### src/rtl/ssm_pkg.sv
// Shared definitions for the multi-channel SSM statistics block.
package ssm_pkg;

  localparam logic [1:0] TAG_HEAD = 2'b01;
  localparam logic [1:0] TAG_BODY = 2'b11;
  localparam logic [1:0] TAG_TAIL = 2'b10;

  localparam int unsigned LEN_HI = 107;
  localparam int unsigned LEN_LO = 96;
  localparam int unsigned CH_HI  = 123;
  localparam int unsigned CH_LO  = 120;

  // Width of the latched payload-bit increment; 4095 bytes * 8 fits in 15 bits.
  localparam int unsigned PB_W   = 16;

  typedef enum logic [1:0] {IDLE = 2'd0, STAT = 2'd1, SKIP = 2'd2} ssm_state_e;

  // Payload bits of a packet, zero for packets shorter than the metadata.
  function automatic logic [PB_W-1:0] payload_bits(input logic [11:0] len,
                                                   input int unsigned meta);
    if (32'(len) < meta) return '0;
    return PB_W'((32'(len) - meta) << 3);
  endfunction

endpackage

### src/rtl/ssm_stat_cnt.sv
// Single statistics counter: synchronous clear, add-by-value, optional saturation.
module ssm_stat_cnt #(
  parameter int unsigned CNT_W    = 64,
  parameter int unsigned INC_W    = 16,
  parameter int unsigned SATURATE = 0
) (
  input  logic             clk,
  input  logic             rst_n,
  input  logic             i_clr,
  input  logic             i_en,
  input  logic [INC_W-1:0] i_inc,
  output logic [CNT_W-1:0] o_q
);

  localparam int unsigned SUM_W = ((CNT_W > INC_W) ? CNT_W : INC_W) + 1;
  localparam logic [SUM_W-1:0] MAX_V = (SUM_W'(1) << CNT_W) - SUM_W'(1);

  logic [CNT_W-1:0] r_q;
  logic [SUM_W-1:0] w_sum;
  logic [CNT_W-1:0] w_nxt;

  // Full-width sum so a carry out of CNT_W is never lost before clamping.
  always_comb begin
    w_sum = SUM_W'(r_q) + SUM_W'(i_inc);
    w_nxt = CNT_W'(w_sum);
    if ((SATURATE != 0) && (w_sum > MAX_V)) w_nxt = '1;
  end

  // Counter register; clear has priority over increment.
  always_ff @(posedge clk or negedge rst_n) begin
    if (!rst_n)    r_q <= '0;
    else if (i_clr) r_q <= '0;
    else if (i_en)  r_q <= w_nxt;
  end

  assign o_q = r_q;

endmodule

### src/rtl/ssm_stat_mc.sv
// Multi-channel packet/bit statistics snooping the 134-bit SSM packet bus.
module ssm_stat_mc import ssm_pkg::*; #(
  parameter int unsigned NUM_CH     = 4,
  parameter int unsigned CNT_W      = 64,
  parameter int unsigned META_BYTES = 32,
  parameter int unsigned SATURATE   = 0
) (
  input  logic                      clk,
  input  logic                      rst_n,
  input  logic                      reset_reg,
  input  logic [133:0]              in_ssm_reg_data,
  input  logic                      in_ssm_reg_data_wr,
  input  logic [$clog2(NUM_CH)-1:0] rd_ch_sel,
  output logic [CNT_W-1:0]          out_bit_cnt,
  output logic [CNT_W-1:0]          out_pkt_cnt,
  output logic [CNT_W-1:0]          out_err_cnt,
  output logic [CNT_W-1:0]          ssm_bit_total2lcm,
  output logic [CNT_W-1:0]          ssm_pkt_total2lcm
);

  localparam int unsigned CH_W = $clog2(NUM_CH);
  localparam logic [1:0] ST_IDLE = IDLE;
  localparam logic [1:0] ST_STAT = STAT;
  localparam logic [1:0] ST_SKIP = SKIP;

  logic [1:0]      r_state;
  logic [CH_W-1:0] r_ch;
  logic [PB_W-1:0] r_pb;
  logic            r_runt;

  logic [1:0]      w_tag;
  logic [3:0]      w_id;
  logic [11:0]     w_len;
  logic [CH_W-1:0] w_head_ch;
  logic [CH_W-1:0] w_stray_ch;
  logic [CH_W-1:0] w_rd_idx;
  logic            w_unused_bits;

  logic [1:0]      w_state_nxt;
  logic            w_latch;
  logic            w_commit;
  logic            w_err;
  logic [CH_W-1:0] w_err_ch;

  logic [CNT_W-1:0] w_bit [NUM_CH];
  logic [CNT_W-1:0] w_pkt [NUM_CH];
  logic [CNT_W-1:0] w_errc[NUM_CH];

  assign w_tag = in_ssm_reg_data[133:132];
  assign w_id  = in_ssm_reg_data[CH_HI:CH_LO];
  assign w_len = in_ssm_reg_data[LEN_HI:LEN_LO];
  assign w_unused_bits = ^{in_ssm_reg_data[131:124], in_ssm_reg_data[119:108],
                           in_ssm_reg_data[95:0]};

  // Heads with an out-of-range id fold onto the last channel; stray words onto channel 0.
  assign w_head_ch  = (32'(w_id) >= NUM_CH) ? CH_W'(NUM_CH - 1) : CH_W'(w_id);
  assign w_stray_ch = (32'(w_id) >= NUM_CH) ? '0 : CH_W'(w_id);
  assign w_rd_idx   = (32'(rd_ch_sel) < NUM_CH) ? rd_ch_sel : '0;

  // Next-state and counter control.
  always_comb begin
    w_state_nxt = r_state;
    w_latch     = 1'b0;
    w_commit    = 1'b0;
    w_err       = 1'b0;
    w_err_ch    = r_ch;
    if (reset_reg) begin
      // Discard any in-flight packet; keep swallowing it until its tail.
      if (in_ssm_reg_data_wr && (w_tag == TAG_TAIL))      w_state_nxt = ST_IDLE;
      else if (in_ssm_reg_data_wr && (w_tag == TAG_HEAD)) w_state_nxt = ST_SKIP;
      else if (r_state != ST_IDLE)                        w_state_nxt = ST_SKIP;
    end else if (in_ssm_reg_data_wr) begin
      case (r_state)
        ST_IDLE: begin
          if (w_tag == TAG_HEAD) begin
            w_latch     = 1'b1;
            w_state_nxt = ST_STAT;
          end else if ((w_tag == TAG_BODY) || (w_tag == TAG_TAIL)) begin
            w_err    = 1'b1;
            w_err_ch = w_stray_ch;
          end
        end
        ST_STAT: begin
          case (w_tag)
            TAG_BODY: ;
            TAG_TAIL: begin
              if (r_runt) w_err = 1'b1;
              else        w_commit = 1'b1;
              w_state_nxt = ST_IDLE;
            end
            TAG_HEAD: begin
              w_err   = 1'b1;
              w_latch = 1'b1;
            end
            default: begin
              w_err       = 1'b1;
              w_state_nxt = ST_IDLE;
            end
          endcase
        end
        ST_SKIP: begin
          if (w_tag == TAG_TAIL) w_state_nxt = ST_IDLE;
        end
        default: w_state_nxt = ST_IDLE;
      endcase
    end
  end

  // State register.
  always_ff @(posedge clk or negedge rst_n) begin
    if (!rst_n) r_state <= ST_IDLE;
    else        r_state <= w_state_nxt;
  end

  // Head latch: channel, payload bit count and runt flag.
  always_ff @(posedge clk or negedge rst_n) begin
    if (!rst_n) begin
      r_ch   <= '0;
      r_pb   <= '0;
      r_runt <= 1'b0;
    end else if (w_latch) begin
      r_ch   <= w_head_ch;
      r_pb   <= payload_bits(w_len, META_BYTES);
      r_runt <= (32'(w_len) < META_BYTES);
    end
  end

  // Per-channel bit, packet and error counters.
  for (genvar g = 0; g < NUM_CH; g++) begin : g_ch
    ssm_stat_cnt #(.CNT_W(CNT_W), .INC_W(PB_W), .SATURATE(SATURATE)) u_bit (
      .clk(clk), .rst_n(rst_n), .i_clr(reset_reg),
      .i_en(w_commit && (r_ch == CH_W'(g))), .i_inc(r_pb), .o_q(w_bit[g]));
    ssm_stat_cnt #(.CNT_W(CNT_W), .INC_W(PB_W), .SATURATE(SATURATE)) u_pkt (
      .clk(clk), .rst_n(rst_n), .i_clr(reset_reg),
      .i_en(w_commit && (r_ch == CH_W'(g))), .i_inc(PB_W'(1)), .o_q(w_pkt[g]));
    ssm_stat_cnt #(.CNT_W(CNT_W), .INC_W(PB_W), .SATURATE(SATURATE)) u_err (
      .clk(clk), .rst_n(rst_n), .i_clr(reset_reg),
      .i_en(w_err && (w_err_ch == CH_W'(g))), .i_inc(PB_W'(1)), .o_q(w_errc[g]));
  end

  // Aggregate totals, clamped independently of the channel counters.
  ssm_stat_cnt #(.CNT_W(CNT_W), .INC_W(PB_W), .SATURATE(SATURATE)) u_bit_total (
    .clk(clk), .rst_n(rst_n), .i_clr(reset_reg),
    .i_en(w_commit), .i_inc(r_pb), .o_q(ssm_bit_total2lcm));
  ssm_stat_cnt #(.CNT_W(CNT_W), .INC_W(PB_W), .SATURATE(SATURATE)) u_pkt_total (
    .clk(clk), .rst_n(rst_n), .i_clr(reset_reg),
    .i_en(w_commit), .i_inc(PB_W'(1)), .o_q(ssm_pkt_total2lcm));

  // Registered readout of the selected channel.
  always_ff @(posedge clk or negedge rst_n) begin
    if (!rst_n) begin
      out_bit_cnt <= '0;
      out_pkt_cnt <= '0;
      out_err_cnt <= '0;
    end else begin
      out_bit_cnt <= w_bit[w_rd_idx];
      out_pkt_cnt <= w_pkt[w_rd_idx];
      out_err_cnt <= w_errc[w_rd_idx];
    end
  end

endmodule

### config.mk
export PLATFORM = sky130hd
export DESIGN_NAME = ssm_stat_mc
export DESIGN_NICKNAME = d
export VERILOG_FILES = /design/src/rtl/ssm_pkg.sv /design/src/rtl/ssm_stat_cnt.sv /design/src/rtl/ssm_stat_mc.sv
export SDC_FILE = /design/constraint.sdc
export NUM_CORES = 2
export LEC_CHECK = 0
export CAP_MARGIN = 5
export CORE_UTILIZATION = 45
export CTS_BUF_LIST = sky130_fd_sc_hd__clkbuf_4 sky130_fd_sc_hd__clkbuf_8
export CTS_CLUSTER_DIAMETER = 30
export DETAILED_ROUTE_END_ITERATION = 16
export GPL_ROUTABILITY_DRIVEN = 0
export HOLD_SLACK_MARGIN = 0.03
export PLACE_DENSITY_LB_ADDON = 0.3
export SLEW_MARGIN = 20
export SYNTH_ARGS = -nofsm -noshare
export SYNTH_HDL_FRONTEND = slang
export SYNTH_HIERARCHICAL = 1
export SYNTH_SLANG_ARGS = --single-unit
### constraint.sdc
create_clock -name clk -period 5.2 [get_ports clk]
set_input_delay 1.04 -clock clk [delete_from_list [all_inputs] [get_ports clk]]
set_output_delay 1.04 -clock clk [all_outputs]
set_load 0.005 [all_outputs]
# --- After elaboration in Yosys (flattened, before gate mapping) ---
# Cells that the tools add are included.
classes:
  reduce_logical: 28
  muxes: 73
  eq_ne: 15
  bitwise_logic: 1
  add_sub_neg: 15
  n_lt_le_gt_ge: 3
ops:
  columns: ["cell", "count"]
  rows:
  - ["$mux W64", 34]
  - ["$add A64 B1 Y64 const B", 9]
  - ["$bmux W64 S2", 3]
  - ["$add A64 B16 Y64", 5]
  - ["$mux W16", 2]
  - ["$mux W2", 15]
  - ["$reduce_bool A2 Y1", 11]
  - ["$mux W1", 16]
  - ["$eq A2 B2 Y1 const B", 7]
  - ["$sub A12 B6 Y13 const B", 1]
  - ["$lt A12 B6 Y1 const B", 1]
  - ["$logic_and A1 B1 Y1", 10]
  - ["$ne A3 B3 Y1 const B", 3]
  - ["$eq A2 B1 Y1 const B", 4]
  - ["$logic_not A2 Y1", 3]
  - ["$pmux W2 S3", 1]
  - ["$reduce_and A5 Y1", 1]
  - ["$ge A4 B3 Y1 const B", 1]
  - ["$ne A4 B1 Y1 const B", 1]
  - ["$pmux W1 S2", 2]
  - ["$reduce_or A2 Y1", 2]
  - ["$ge A3 B3 Y1 const B", 1]
  - ["$not A2 Y3", 1]
  - ["$logic_or A1 B1 Y1", 1]
word_totals:
  input_bits: 140
  regBits: 1109
  word_cells: 156

# --- Depth between registers and ports, before layout ---
depth:
  depth_word: 11
  depth_mapped: 12
  ltp_nobuf: 11

# --- Cells and area by module ---
# Netlist, hierarchy kept.
modules_own_cells:
  columns: ["module", "seq_area_each_um2", "area_per_inst_um2", "cells_each", "n_inst"]
  rows:
  - ["ssm_stat_cnt (g_ch[0].u_bit ...)", 1601.5, 4077.7, 458, 13]
  - ["ssm_stat_mc", 5255.0, 10656.5, 525, 1]
  - ["ssm_stat_cnt (g_ch[1].u_err)", 1601.5, 4285.4, 492, 1]

# --- Least setup slack after synthesis ---
# OpenSTA, ideal clock, no wires.
synth_timing:
  path_type: "input port to flip-flop"
  startpoint: "input reset_reg"
  endpoint: "register g_ch[0].u_bit.r_q[60]"
  path_buffers: 0
  slack_ps: 1054
  t_arrival_ps: 4068
  path_stages: 9
  required_time_ps: 5122
  path_cell_list: "nand4bb_1 > nor4_4 > nor3b_1 > nor2_1 > nor4b_2 > and2_1 > nand2_1 > or4_1 > a21oi_1"
synth_between:
  elab_chain_cells: 3
  elab_cells_between_ends: 4
synth_lines:
  columns: ["element", "line", "source"]
  rows:
  - ["start, declared", "ssm_stat_mc.sv:10", "input logic reset_reg,"]
  - ["$mux W1", "ssm_stat_mc.sv:67", "if (reset_reg) begin"]
  - ["net w_commit", "ssm_stat_mc.sv:41", "logic w_commit;"]
  - ["$logic_and A1 B1 Y1", "ssm_stat_mc.sv:132", ".i_en(w_commit && (r_ch == CH_W'(g))), .i_inc(r_pb), .o_q(w_bit[g]));"]
  - ["$reduce_bool A2 Y1 (no line)", null, null]
  - ["end signal, assigned", "ssm_stat_cnt.sv:33", "else if (i_en) r_q <= w_nxt;"]
  - ["end, declared", "ssm_stat_cnt.sv:18", "logic [CNT_W-1:0] r_q;"]
# The timed path passes the listed nets, and every way through them passes these cells.
# A chain may end at the register's enable or synchronous reset.

# --- Worst setup path in the final report ---
layout_timing:
  startpoint: "input in_ssm_reg_data[133]"
  endpoint: "register g_ch[0].u_bit.r_q[63]"
layout_between:
  elab_chain_cells: 7
layout_lines:
  columns: ["element", "line", "source"]
  rows:
  - ["start, declared", "ssm_stat_mc.sv:11", "input logic [133:0] in_ssm_reg_data,"]
  - ["$eq A2 B2 Y1", "ssm_stat_mc.sv:84", "case (w_tag)"]
  - ["$mux W1", "ssm_stat_mc.sv:84", null]
  - ["$mux W1", "ssm_stat_mc.sv:73", "case (r_state)"]
  - ["$mux W1", "ssm_stat_mc.sv:72", "end else if (in_ssm_reg_data_wr) begin"]
  - ["$mux W1", "ssm_stat_mc.sv:67", null]
  - ["net w_commit", "ssm_stat_mc.sv:41", null]
  - ["$logic_and A1 B1 Y1", "ssm_stat_mc.sv:132", null]
  - ["$reduce_bool A2 Y1 (no line)", null, null]
# The timed path passes the listed nets, and every way through them passes these cells.

==> flow_metrics.tcl <==
set metrics [dict create \
    maxCapViolCount 0 \
    p_sw_share_pct 24.44 \
    seqPwrFrac_pct 38.8 \
    timing.rr.end "g_ch[0].u_bit/o_q[63]$_DFFE_PN0P_" \
    crit_path_end_kind "flop" \
    synth.avg_cell_area_um2 9.748 \
    arrival_ns 5.14 \
    coreArea_um2 149800 \
    setup_viol 0 \
    p_per_area_nw_per_um2 280.1 \
    max_freq_ghz 0.2370 \
    die_y_um 390.6 \
    ys_types 84 \
    total_power_uw 22670 \
    ys_async_sr_fraction_pct 100.0 \
    place_hpwl_mm 151.8 \
    yosysSeqAreaShare_pct 40.73 \
    synth_compound_area_share_pct 14.11 \
    placed_cells 9358 \
    finalCritPeriodShare_pct 81.15 \
    cts.sinks 1106 \
    reg2reg_slack_ns 1.18 \
    grt_first_pass_wirelength_mm 329.1 \
    grt_usage_pct 27.38 \
    io_buffers 343 \
    synth_edf_count 0 \
    hold_start "reset_reg" \
    clkTransAtPathRegs_ns 0.05 \
    nets 8014 \
    synth-simple-area-share_pct 21.75 \
    vias_per_cell 6.021 \
    critical_path_required_ns 6.12 \
    synthCells 6971 \
    cts_max_level 5 \
    startpoint_type "primary input" \
    reg2reg_depth 10 \
    drc 0 \
    grt_pass1_vias 57200 \
    wl_per_cell_um 21.47 \
    wl_mm 211.6 \
    cp_max_fo 8 \
    wl_met3_mm 18.84 \
    clockRootBuffer "clkbuf_8" \
    synth_fa_ha_area_share_pct 4.555 \
    stdcell_count 9857 \
    p_sw_uw 5540 \
    hold_path_end "u_bit_total/o_q[12]$_DFFE_PN0P_" \
    clk_latency_ns 1.01 \
    syn2layout_area_growth_pct 19.12 \
    synth_warnings 6 \
    finClkSkew_ns 0.09604 \
    grt_max_degree 162 \
    period_minus_slack_ns 4.220 \
    drtAntennaViolNets 0 \
    dieArea_um2 152600 \
    die_width_um 390.6 \
    irDropWorstVdd_mv 0.2016 \
    leakagePower_uw 0.03359 \
    synth_xor_area_share_pct 7.914 \
    overflow 0 \
    whs_path_depth 2 \
    antenna_found_initial 9 \
    ctsHoldBuffers 1 \
    first_pass_iters 7 \
    syn_area_um2 67950 \
    rsz0062_at_grt "false" \
    synthFlopType "dfrtp_1" \
    wl_met2_mm 93.19 \
    path_class "primary input to flop" \
    finalMaxSlewViolations 152 \
    hold_viol_final 0 \
    row_count 142 \
    drive_above_1_share_pct 12.91 \
    hp-class "primary input to flop" \
    r2r_start "r_state[1]$_DFFE_PN0P_" \
    postCtsSetupBuffers 0 \
    clock_path_buffers 4 \
    io_pins 460 \
    synth_top_family_by_area "simple AND/OR/NAND/NOR gates" \
    synthMuxAreaShare_pct 7.901 \
    cts_tree "yes" \
    cts_buffers 290 \
    drt_iter0_markers 6239 \
    outcome "finished with violations" \
    postCtsResizedCells 0 \
    intPower_uw 17130 \
    vias 59350 \
    fin_setup_tns_ns 0 \
    combPwrFrac_pct 6.2 \
    initial_core_util_pct 45.37 \
    fillers 13160 \
    slew_headroom_pct -38.57 \
    clock_power_share_pct 55.0 \
    tightestPinTransition_ns 2.069 \
    violations "slew limit" \
    synth_seq_cells 1106 \
    wl_met1_mm 91.08 \
    routed.top_layer "met5" \
]
synthesized netlist by cell type, drive strengths merged, types with 16 or more instances:
master	number	area [um^2]
o31ai	54	405.4
nor3b	29	222.7
nand3b	29	230.2
xnor2	139	1217
o211ai	55	412.9
a31oi	53	427.9
nand3	168	850.8
and3	170	1131
and4	114	998.5
or3	135	844.6
xor2	475	4160
a211o	39	341.6
a211oi	96	720.7
buf	102	828.3
a2111oi	29	510.5
nor3	158	795.8
ha	225	2815
o2111ai	147	1450
nand2	534	2004
and2	86	538.0
a21oi	350	1752
inv	141	529.3
nor2	976	3671
nand2b	16	100.1
nand4	305	1989
or4	42	322.8
mux2i	101	1011
o21a	44	346.6
clkbuf	184	690.7
nor4b	39	422.9
or2	29	181.4
dfrtp	1106	27680
nor2b	62	387.9
o21ai	309	1546
mux4	192	4324
a21o	68	510.5
sequential cells by signal, summed over array words and instances (netlist names):
signal / flops
g_ch.u_bit/o_q: 256
g_ch.u_err/o_q: 256
g_ch.u_pkt/o_q: 256
out_bit_cnt: 64
out_err_cnt: 64
out_pkt_cnt: 64
r_ch: 2
r_pb: 13
r_runt: 1
r_state: 2
u_bit_total/o_q: 64
u_pkt_total/o_q: 64
critical path: stages:
cell,delay (ns)
clkdlybuf4s50_1,0.60
inv_1,0.17
nor4_4,0.60
nor3b_2,0.77
nor2_1,0.21
nor4b_2,0.43
nand2_1,0.12
nor2_1,0.13
o2111ai_2,0.38
or3_1,0.50
a21oi_1,0.17
stage by stage:
step	setup slack [ns]	hold WS (ns)	cell area [um^2]	utilization, %
after floorplan	1.054	0.4667	68590	-
after CTS	1.170	0.3006	80930	54.03
after detailed placement	0.07461	0.4933	74360	49.65
after global routing	0.8385	0.3482	80930	54.04
final	0.9803	0.4038	80940	54.04
after global placement	0.1640	0.4897	74360	49.65
cell type report:
type,count,area (um^2),share of cell area [%]
clock inverters,113,1562,1.929
flip-flops and latches,1106,27680,34.19
repair buffers,488,4731,5.845
clock buffers,381,4994,6.169
diodes,4,10.01,0.01237
multi-input cells,5608,38920,48.08
inverters,141,529.3,0.6539
well taps,2016,2522,3.116
cells by family after synthesis:
| group | Yosys count |
|---|---|
| and+or+nand+nor | 2901 |
| other | 2 |
| AOI/OAI and AO/OA | 1385 |
| muxes | 296 |
| DFF | 1106 |
| xor gates and xnor gates | 614 |
| buffers and inverters | 428 |
| adders and majority gates | 239 |
power by group through the flow:
stage	logic, uW	clock network (uW)	registers [uW]
after floorplan	960	0	8860
after global placement	1370	0	8930
after detailed placement	1400	0	8930
after CTS	1410	12700	8780
after global routing	1570	13200	8780
final	1420	12500	8790
cells in the final DEF (no fill, tap or decap), types with 31 or more instances in the layout:
master,count
a211o_1,39
a211oi_1,96
a21o_1,68
a21oi_1,350
a31oi_1,34
and2_1,60
and3_1,154
and4_1,114
buf_4,129
bufinv_16,35
clkbuf_4,40
clkbuf_8,342
clkdlybuf4s50_1,339
clkinv_2,37
conb_1,173
dfrtp_1,1106
ha_1,225
inv_1,141
mux2i_1,101
mux4_2,192
nand2_1,534
nand3_1,166
nand4_1,292
nor2_1,973
nor2b_1,60
nor3_1,156
o2111ai_1,121
o211ai_1,55
o21a_1,31
o21ai_0,294
o31ai_1,54
or3_1,135
or4_1,40
xnor2_1,139
xor2_1,475
how the worst max path moves through the flow:
stage / from / slack (ns) / end / cells past startpoint
floorplan: reset_reg / 1.05 / g_ch[0].u_bit/o_q[60]$_DFFE_PN0P_ / 9
global placement: in_ssm_reg_data_wr / 0.16 / g_ch[0].u_err/o_q[55]$_DFFE_PN0P_ / 12
detailed placement: in_ssm_reg_data[133] / 0.07 / g_ch[0].u_bit/o_q[63]$_DFFE_PN0P_ / 11
CTS: in_ssm_reg_data[133] / 1.17 / g_ch[0].u_bit/o_q[63]$_DFFE_PN0P_ / 11
global route: in_ssm_reg_data_wr / 0.84 / g_ch[0].u_err/o_q[51]$_DFFE_PN0P_ / 12
finish: in_ssm_reg_data[133] / 0.98 / g_ch[0].u_bit/o_q[63]$_DFFE_PN0P_ / 11
per-layer routing:
metal | up-vias | track usage, %
met5 | - | 0
met4 | 10 | 11.84
met3 | 459 | 6.515
met2 | 2613 | 40.61
met1 | 29250 | 38.06
li1 | 27010 | -
(Power assumes the default switching activity.)
